--- config.mk ---
export PLATFORM = sky130hd
export DESIGN_NAME = farm_sensor_cond
export DESIGN_NICKNAME = d
export VERILOG_FILES = /design/src/rtl/tlc_pkg.sv /design/src/rtl/sensor_debounce.sv /design/src/rtl/farm_sensor_cond.sv
export SDC_FILE = /design/constraint.sdc
export NUM_CORES = 1
export LEC_CHECK = 0
export CORE_MARGIN = 5
export CORE_UTILIZATION = 30
export CTS_CLUSTER_SIZE = 30
export DETAILED_ROUTE_END_ITERATION = 10
export PLACE_DENSITY = 0.48
export SLEW_MARGIN = 20
export SYNTH_ARGS = -nofsm -noshare
export SYNTH_HDL_FRONTEND = slang
export SYNTH_SLANG_ARGS = --single-unit
--- constraint.sdc ---
create_clock -name clk -period 1.75 [get_ports clk]
set_clock_uncertainty 0.15 [all_clocks]
set_input_delay 0.35 -clock clk [delete_from_list [all_inputs] [get_ports clk]]
set_output_delay 0.35 -clock clk [all_outputs]
set_load 0.02 [all_outputs]
--- src/rtl/tlc_pkg.sv ---
// Shared traffic-light-controller definitions: debounce FSM states and lamp bit indices.
package tlc_pkg;

  typedef enum logic [1:0] {
    IDLE_LO = 2'd0,
    CHK_HI  = 2'd1,
    IDLE_HI = 2'd2,
    CHK_LO  = 2'd3
  } debounce_state_e;

  localparam int LAMP_GREEN  = 0;
  localparam int LAMP_YELLOW = 1;
  localparam int LAMP_RED    = 2;

endpackage

--- src/rtl/sensor_debounce.sv ---
// Two-flop synchroniser plus level debouncer for the farm-road loop sensor.
// state   | meaning
// IDLE_LO | no vehicle, stable low
// CHK_HI  | counting consecutive high samples
// IDLE_HI | vehicle present, stable high
// CHK_LO  | counting consecutive low samples
module sensor_debounce
  import tlc_pkg::*;
#(
  parameter int DEBOUNCE_CYCLES = 4
) (
  input  logic clk,
  input  logic rst_n,
  input  logic sensor_raw,
  output logic level,
  output logic arrival
);

  localparam int CW = $clog2(DEBOUNCE_CYCLES + 1);
  localparam logic [CW-1:0] LAST = CW'(DEBOUNCE_CYCLES - 1);

  logic s1, s2;
  debounce_state_e state, next_state;
  logic [CW-1:0] cnt, next_cnt;

  always_ff @(posedge clk or negedge rst_n) begin
    if (!rst_n) begin
      s1    <= 1'b0;
      s2    <= 1'b0;
      state <= IDLE_LO;
      cnt   <= '0;
    end else begin
      s1    <= sensor_raw;
      s2    <= s1;
      state <= next_state;
      cnt   <= next_cnt;
    end
  end

  always_comb begin
    next_state = state;
    next_cnt   = cnt;
    arrival    = 1'b0;
    case (state)
      IDLE_LO: if (s2) begin
        if (DEBOUNCE_CYCLES == 1) begin
          next_state = IDLE_HI;
          next_cnt   = '0;
          arrival    = 1'b1;
        end else begin
          next_state = CHK_HI;
          next_cnt   = CW'(1);
        end
      end
      CHK_HI: begin
        if (!s2) begin
          next_state = IDLE_LO;
          next_cnt   = '0;
        end else if (cnt == LAST) begin
          next_state = IDLE_HI;
          next_cnt   = '0;
          arrival    = 1'b1;
        end else begin
          next_cnt = cnt + CW'(1);
        end
      end
      IDLE_HI: if (!s2) begin
        if (DEBOUNCE_CYCLES == 1) begin
          next_state = IDLE_LO;
          next_cnt   = '0;
        end else begin
          next_state = CHK_LO;
          next_cnt   = CW'(1);
        end
      end
      CHK_LO: begin
        if (s2) begin
          next_state = IDLE_HI;
          next_cnt   = '0;
        end else if (cnt == LAST) begin
          next_state = IDLE_LO;
          next_cnt   = '0;
        end else begin
          next_cnt = cnt + CW'(1);
        end
      end
      default: begin
        next_state = IDLE_LO;
        next_cnt   = '0;
      end
    endcase
  end

  assign level = (state == IDLE_HI) || (state == CHK_LO);

endmodule

--- src/rtl/farm_sensor_cond.sv ---
// Farm-road vehicle request conditioner: debounced arrivals, waiting-car counter, request hold.
// Optional stuck-sensor detector enabled by defining SENSOR_STUCK_DET_EN.
module farm_sensor_cond
  import tlc_pkg::*;
#(
  parameter int DEBOUNCE_CYCLES = 4,
  parameter int CNT_W           = 4,
  parameter int STUCK_CYCLES    = 200
) (
  input  logic             clk,
  input  logic             rst_n,
  input  logic             sensor_raw,
  input  logic             farm_green,
  output logic             car_req,
  output logic             car_pulse,
  output logic [CNT_W-1:0] car_count,
  output logic             overflow,
  output logic             sensor_fault
);

  localparam logic [CNT_W-1:0] CNT_MAX = {CNT_W{1'b1}};

  logic sensor_level, arr;
  logic [CNT_W-1:0] next_count;
  logic next_ovf, req_force;

  sensor_debounce #(.DEBOUNCE_CYCLES(DEBOUNCE_CYCLES)) u_debounce (
    .clk        (clk),
    .rst_n      (rst_n),
    .sensor_raw (sensor_raw),
    .level      (sensor_level),
    .arrival    (arr)
  );

  // A green grant serves the whole queue; arrivals seen during green are not queued.
  always_comb begin
    next_count = car_count;
    next_ovf   = overflow;
    if (farm_green) begin
      next_count = '0;
      next_ovf   = 1'b0;
    end else if (arr) begin
      if (car_count == CNT_MAX) next_ovf = 1'b1;
      else next_count = car_count + CNT_W'(1);
    end
  end

  always_ff @(posedge clk or negedge rst_n) begin
    if (!rst_n) begin
      car_count <= '0;
      overflow  <= 1'b0;
      car_pulse <= 1'b0;
      car_req   <= 1'b0;
    end else begin
      car_count <= next_count;
      overflow  <= next_ovf;
      car_pulse <= arr;
      car_req   <= (next_count != '0) | req_force;
    end
  end

`ifdef SENSOR_STUCK_DET_EN
  localparam int SW = $clog2(STUCK_CYCLES + 1);
  logic [SW-1:0] stuck_cnt;
  logic fault_next;

  assign fault_next = sensor_fault | (sensor_level && (stuck_cnt == SW'(STUCK_CYCLES - 1)));
  assign req_force  = fault_next;

  always_ff @(posedge clk or negedge rst_n) begin
    if (!rst_n) begin
      stuck_cnt    <= '0;
      sensor_fault <= 1'b0;
    end else begin
      if (!sensor_level) stuck_cnt <= '0;
      else if (stuck_cnt != SW'(STUCK_CYCLES)) stuck_cnt <= stuck_cnt + SW'(1);
      sensor_fault <= fault_next;
    end
  end
`else
  logic unused_cfg;
  assign unused_cfg   = sensor_level ^ (STUCK_CYCLES > 0);
  assign req_force    = 1'b0;
  assign sensor_fault = 1'b0;
`endif

endmodule

# [After elaboration in Yosys (flattened, before gate mapping)]
# Cells that the tools add are included.
[word_totals] elab_cells=48 memories=0 rom_bits=0 ram_bits=0 register_bits=14 latch_bits=0
[op_classes] n_lt_le_gt_ge=0 n_mul=0 addsub=2 bitwise=0 reduce_logical=7 div=0 shift=0 n_mux=22 n_eq_ne=9
[ops] op="$mux 3" count=5
[ops] op="$mux 2" count=6
[ops] op="$mux 4" count=3
[ops] op="$pmux 3 s4" count=1
[ops] op="$pmux 2 s4" count=1
[ops] op="$mux 1" count=6
[ops] op="$add 4x1->4 const B" count=1
[ops] op="$eq 2x2->1 const B" count=2
[ops] op="$eq 4x4->1 const B" count=1
[ops] op="$reduce_and 2->1" count=2
[ops] op="$reduce_and 4->1" count=1
[ops] op="$reduce_bool 2->1" count=2
[ops] op="$reduce_bool 4->1" count=1
[ops] op="$add 3x1->3 const B" count=1
[ops] op="$eq 3x2->1 const B" count=1
[ops] op="$ne 3x1->1 const B" count=1
[ops] op="$ne 3x3->1 const B" count=1
[ops] op="$eq 2x1->1 const B" count=1
[ops] op="$logic_not 2->1" count=1
[ops] op="$ne 2x1->1 const B" count=1
[ops] op="$ne 2x2->1 const B" count=1

# [Longest topological paths before layout]
[logic_depth] depth_word=7 ltp_mapped=5

# [Hierarchy]
# From an unflattened synthesis, not the netlist that was laid out.
[hier_totals] cells_unflattened=61 hier_area_um2=665.6
[by_module_without_submodules] mod="farm_sensor_cond" cells_each=38 n_inst=1 area_each_um2=369.1 seq_area_each_um2=175.2
[by_module_without_submodules] mod="sensor_debounce" cells_each=23 n_inst=1 area_each_um2=296.5 seq_area_each_um2=175.2

# [Worst setup path before layout]
# OpenSTA, ideal clock, no wires.
[synth_path] path_type="reg2reg" startpoint="reg car_count[0]" endpoint="reg car_req" path_buffers=0 setup_slack_ns=0.241 arrival_ns=1.225 setup_ns=0.134 stages_incl_launch_ff=6 path_cell_list="dfrtp_1 > ha_1 > nor3b_1 > nand3_1 > o41ai_1 > a21oi_2"
[synth_via] elab_chain_cells=5 elab_cells_between_ends=6 classes_between="add/sub: 1; eq/ne: 1; mux: 3; reduce/logical: 1"
[synth_lines] element="from (decl)" line="farm_sensor_cond.sv:16" rtl="output logic [CNT_W-1:0] car_count,"
[synth_lines] element="from (signal assigned)" line="farm_sensor_cond.sv:55" rtl="car_count <= next_count;"
[synth_lines] element="$add 4x1->4 or $eq 4x4->1 (tied branches)" line="farm_sensor_cond.sv:44, farm_sensor_cond.sv:43"
[synth_lines] element="$mux 4" line="farm_sensor_cond.sv:43" rtl="if (car_count == CNT_MAX) next_ovf = 1'b1;"
[synth_lines] element="$mux 4 *" line="farm_sensor_cond.sv:42" rtl="end else if (arr) begin"
[synth_lines] element="$mux 4 *" line="farm_sensor_cond.sv:39" rtl="if (farm_green) begin"
[synth_lines] element="$reduce_bool 4->1 *" line="farm_sensor_cond.sv:58" rtl="car_req <= (next_count != '0) | req_force;"
[synth_lines] element="to (signal assigned)" line="farm_sensor_cond.sv:58"
[synth_lines] element="to (decl)" line="farm_sensor_cond.sv:14" rtl="output logic car_req,"
# Mark *: on every way between the ends. The rest lies on a longest branch, timed or not.
# A chain may end at the register's enable or synchronous reset.

# [Worst setup path after layout]
[layout_path] startpoint="reg car_pulse" endpoint="out car_pulse"
[layout_rtl] element="from (decl)" line="farm_sensor_cond.sv:15" rtl="output logic car_pulse,"
[layout_rtl] element="from (signal assigned)" line="farm_sensor_cond.sv:57" rtl="car_pulse <= arr;"
# No word-level cell between the ends.

==> impl_metrics.toml <==
[run_status]
status = "complete, no violations"

[yosys]
ys_seq_area_share_pct = 51.57
synthDistinctLibCells = 35
syn_area_um2 = 679.4
synth_ff_type = "dfrtp_1"
ys_ff_latch = 14
synthCells = 62
avgSynthCellArea_um2 = 10.96
ys_async_sr_fraction_pct = 100.0
synth-edff-count = 0
synth_fp_nets = 68
yosysWarningCount = 0

[floorplan]
die_y_um = 57.59
initial_utilization_pct = 31.01
row_count = 17
core_mm2 = 0.002191
die_area_mm2 = 0.003317
num_io_pins = 12
die_x_um = 57.59

[critical_path]
slowest_stage = "clkdlybuf4s50_1"
worstSetupPathType = "flop to output pin"
cpLargestDelayFamily = "buffers and inverters"
cp.arrival_ns = 1.19
cp_max_fo = 1
rrSetupSlack_ns = 0.22
crit_chain = "clkdlybuf4s50_1"
endpoint_kind = "output pin"
required_ns = 1.25
path_buf_inv = 1
startpoint_type = "flop"
timing.rr.end = "car_req$_DFF_PN0_"
critPathMaxStageDelay_ns = 0.59
r2r-start = "u_debounce.cnt[0]$_DFFE_PN0P_"
r2r_cells = 5

[route]
antenna_left = 0
wirelength_mm = 1.158
wl_per_cell_um = 11.13
drc = 0
num_vias = 485
first_pass_iters = 4
first_iter_violations = 3
vias_per_cell = 4.663

[cts]
cts.sinks = 14
htree_levels = 1
clk_latency_ns = 0.27
clockBufferDepth = 2
clkTransAtPathRegs_ns = 0.08
cts-root-buf = "clkbuf_4"
cts_setup_buffers = 0
cts_tree = "yes"
holdBufCountCts = 0
cts_buffers = 3

[layout]
layout-drive-gt1-share_pct = 17.11
layout.nets = 84
area_growth_pct = 24.49
diodes = 0
final_area_um2 = 845.8

[power]
power_leakage_uw = 0.0004217
total_power_uw = 810.1
peakVddDrop_mv = 0.4200
p_per_area_mw_per_mm2 = 957.7

[grt]
track_usage_pct = 8.453
grt_max_degree = 15
grt_pass1_vias = 463
antenna_found_initial = 0
overflow = 0
grt_pass1_wl_mm = 2.118

[timing]
period_needed_ns = 1.686
finalHoldViolCount = 0
rsz0062_at_grt = "no"
fmax_mhz = 593.1
final.period_utilization_pct = 96.34
hold_slack_ns = 0.2022
slew_viol_final = 0
timing.setup.tns_ns = 0
setup_viol_count_final = 0
post-route-worst-setup-slack_ns = 0.06398

[flow_run]
maxCapViolCount = 0

[placement]
post-place-ws_ns = 0.1659
io_buffers = 10
place_area_um2 = 822.0
dpl.hpwl_um = 880.3
place_congestion = 0.8103

[min_path]
hp-start = "u_debounce.s1$_DFF_PN0_"
hold_path.class = "flop to flop"
hold_depth = 0
hold_end = "u_debounce.s2$_DFF_PN0_"
cell usage after synthesis (2+ instances only):
library cell | n | share of area, %
nor2_1 | 4 | 2.2
dfrtp_1 | 14 | 52
ha_1 | 2 | 3.7
nor3_1 | 3 | 2.2
nand2_1 | 6 | 3.3
and2_1 | 2 | 1.8
o21ai_0 | 2 | 1.5
nand3_1 | 2 | 1.5
layer usage:
layer  vias to the layer above  track usage, %  part of all wire, %
met5                         -               0                    0
met1                       229           12.26                   49
met4                         0           5.960                  1.1
met3                         2           2.036                  3.8
li1                        246               -                    -
met2                         8           10.65                   46
repair_timing:
item,in CTS,in global routing
gates resized for setup,3,2
endpoints found under the setup margin,3,2
hold endpoints to repair,0,0
area by class of cell:
type / count / area [um2]
fill: 224 / 1345
sequential: 14 / 350.3
tap: 28 / 35.03
inverter: 1 / 3.754
multi-input combinational: 46 / 317.8
timing repair buffer: 12 / 116.4
clock buffer: 3 / 22.52
placed cells by master (no fill, tap or decap), types with 2 or more instances in the layout:
cell	instances
and2_1	2
buf_4	2
dlymetal6s2s_1	2
o21ai_0	2
clkbuf_4	3
nand2_1	6
nor2_1	4
dfrtp_1	14
clkdlybuf4s50_1	5
dlygate4sd2_1	3
ha_1	2
nor3_1	3
nand3_1	2
cell families after synthesis:
logic type	count (synthesis)	synth area share, %
xor+xnor	2	3.684
flops	14	51.57
fa+ha+maj	2	3.683
compound gates	9	9.210
mux	1	1.473
other cells	1	0.5520
buf+inv	2	1.657
simple gates	31	28.18
state kept, by name, summed over array words and instances (netlist names), named ones only:
name,cells
u_debounce.state,1
car_pulse,1
u_debounce.s2,1
car_req,1
u_debounce.s1,1
u_debounce.cnt,3
car_count,4
overflow,1
how the worst max path moves through the flow:
| stage | startpoint | endpoint | cells past startpoint |
|---|---|---|---|
| finish | car_pulse$_DFF_PN0_ | car_pulse | 1 |
| floorplan | car_count[0]$_DFF_PN0_ | car_req$_DFF_PN0_ | 5 |
| global placement | car_count[0]$_DFF_PN0_ | car_count[0] | 1 |
| global route | car_req$_DFF_PN0_ | car_req | 1 |
| CTS | overflow$_DFFE_PN0P_ | overflow | 1 |
| detailed placement | car_count[0]$_DFF_PN0_ | car_count[0] | 1 |
per-stage QoR:
| step | utilization [%] | instances |
|---|---|---|
| after floorplan | - | 62 |
| after global placement | 37.52 | 101 |
| after detailed placement | 37.52 | 101 |
| after CTS | 38.38 | 104 |
| after global routing | 38.61 | 104 |
| final | 38.61 | 104 |
where the power goes:
group	switching [uW]	total (uW)	leakage, uW	internal (uW)
logic	105	211	0.000224	106
clock network	96.4	176	0.0000138	79.6
registers	51.1	423	0.000184	372
total	252	810	0.000422	558
Note: power is estimated with default switching activity, not from simulation.
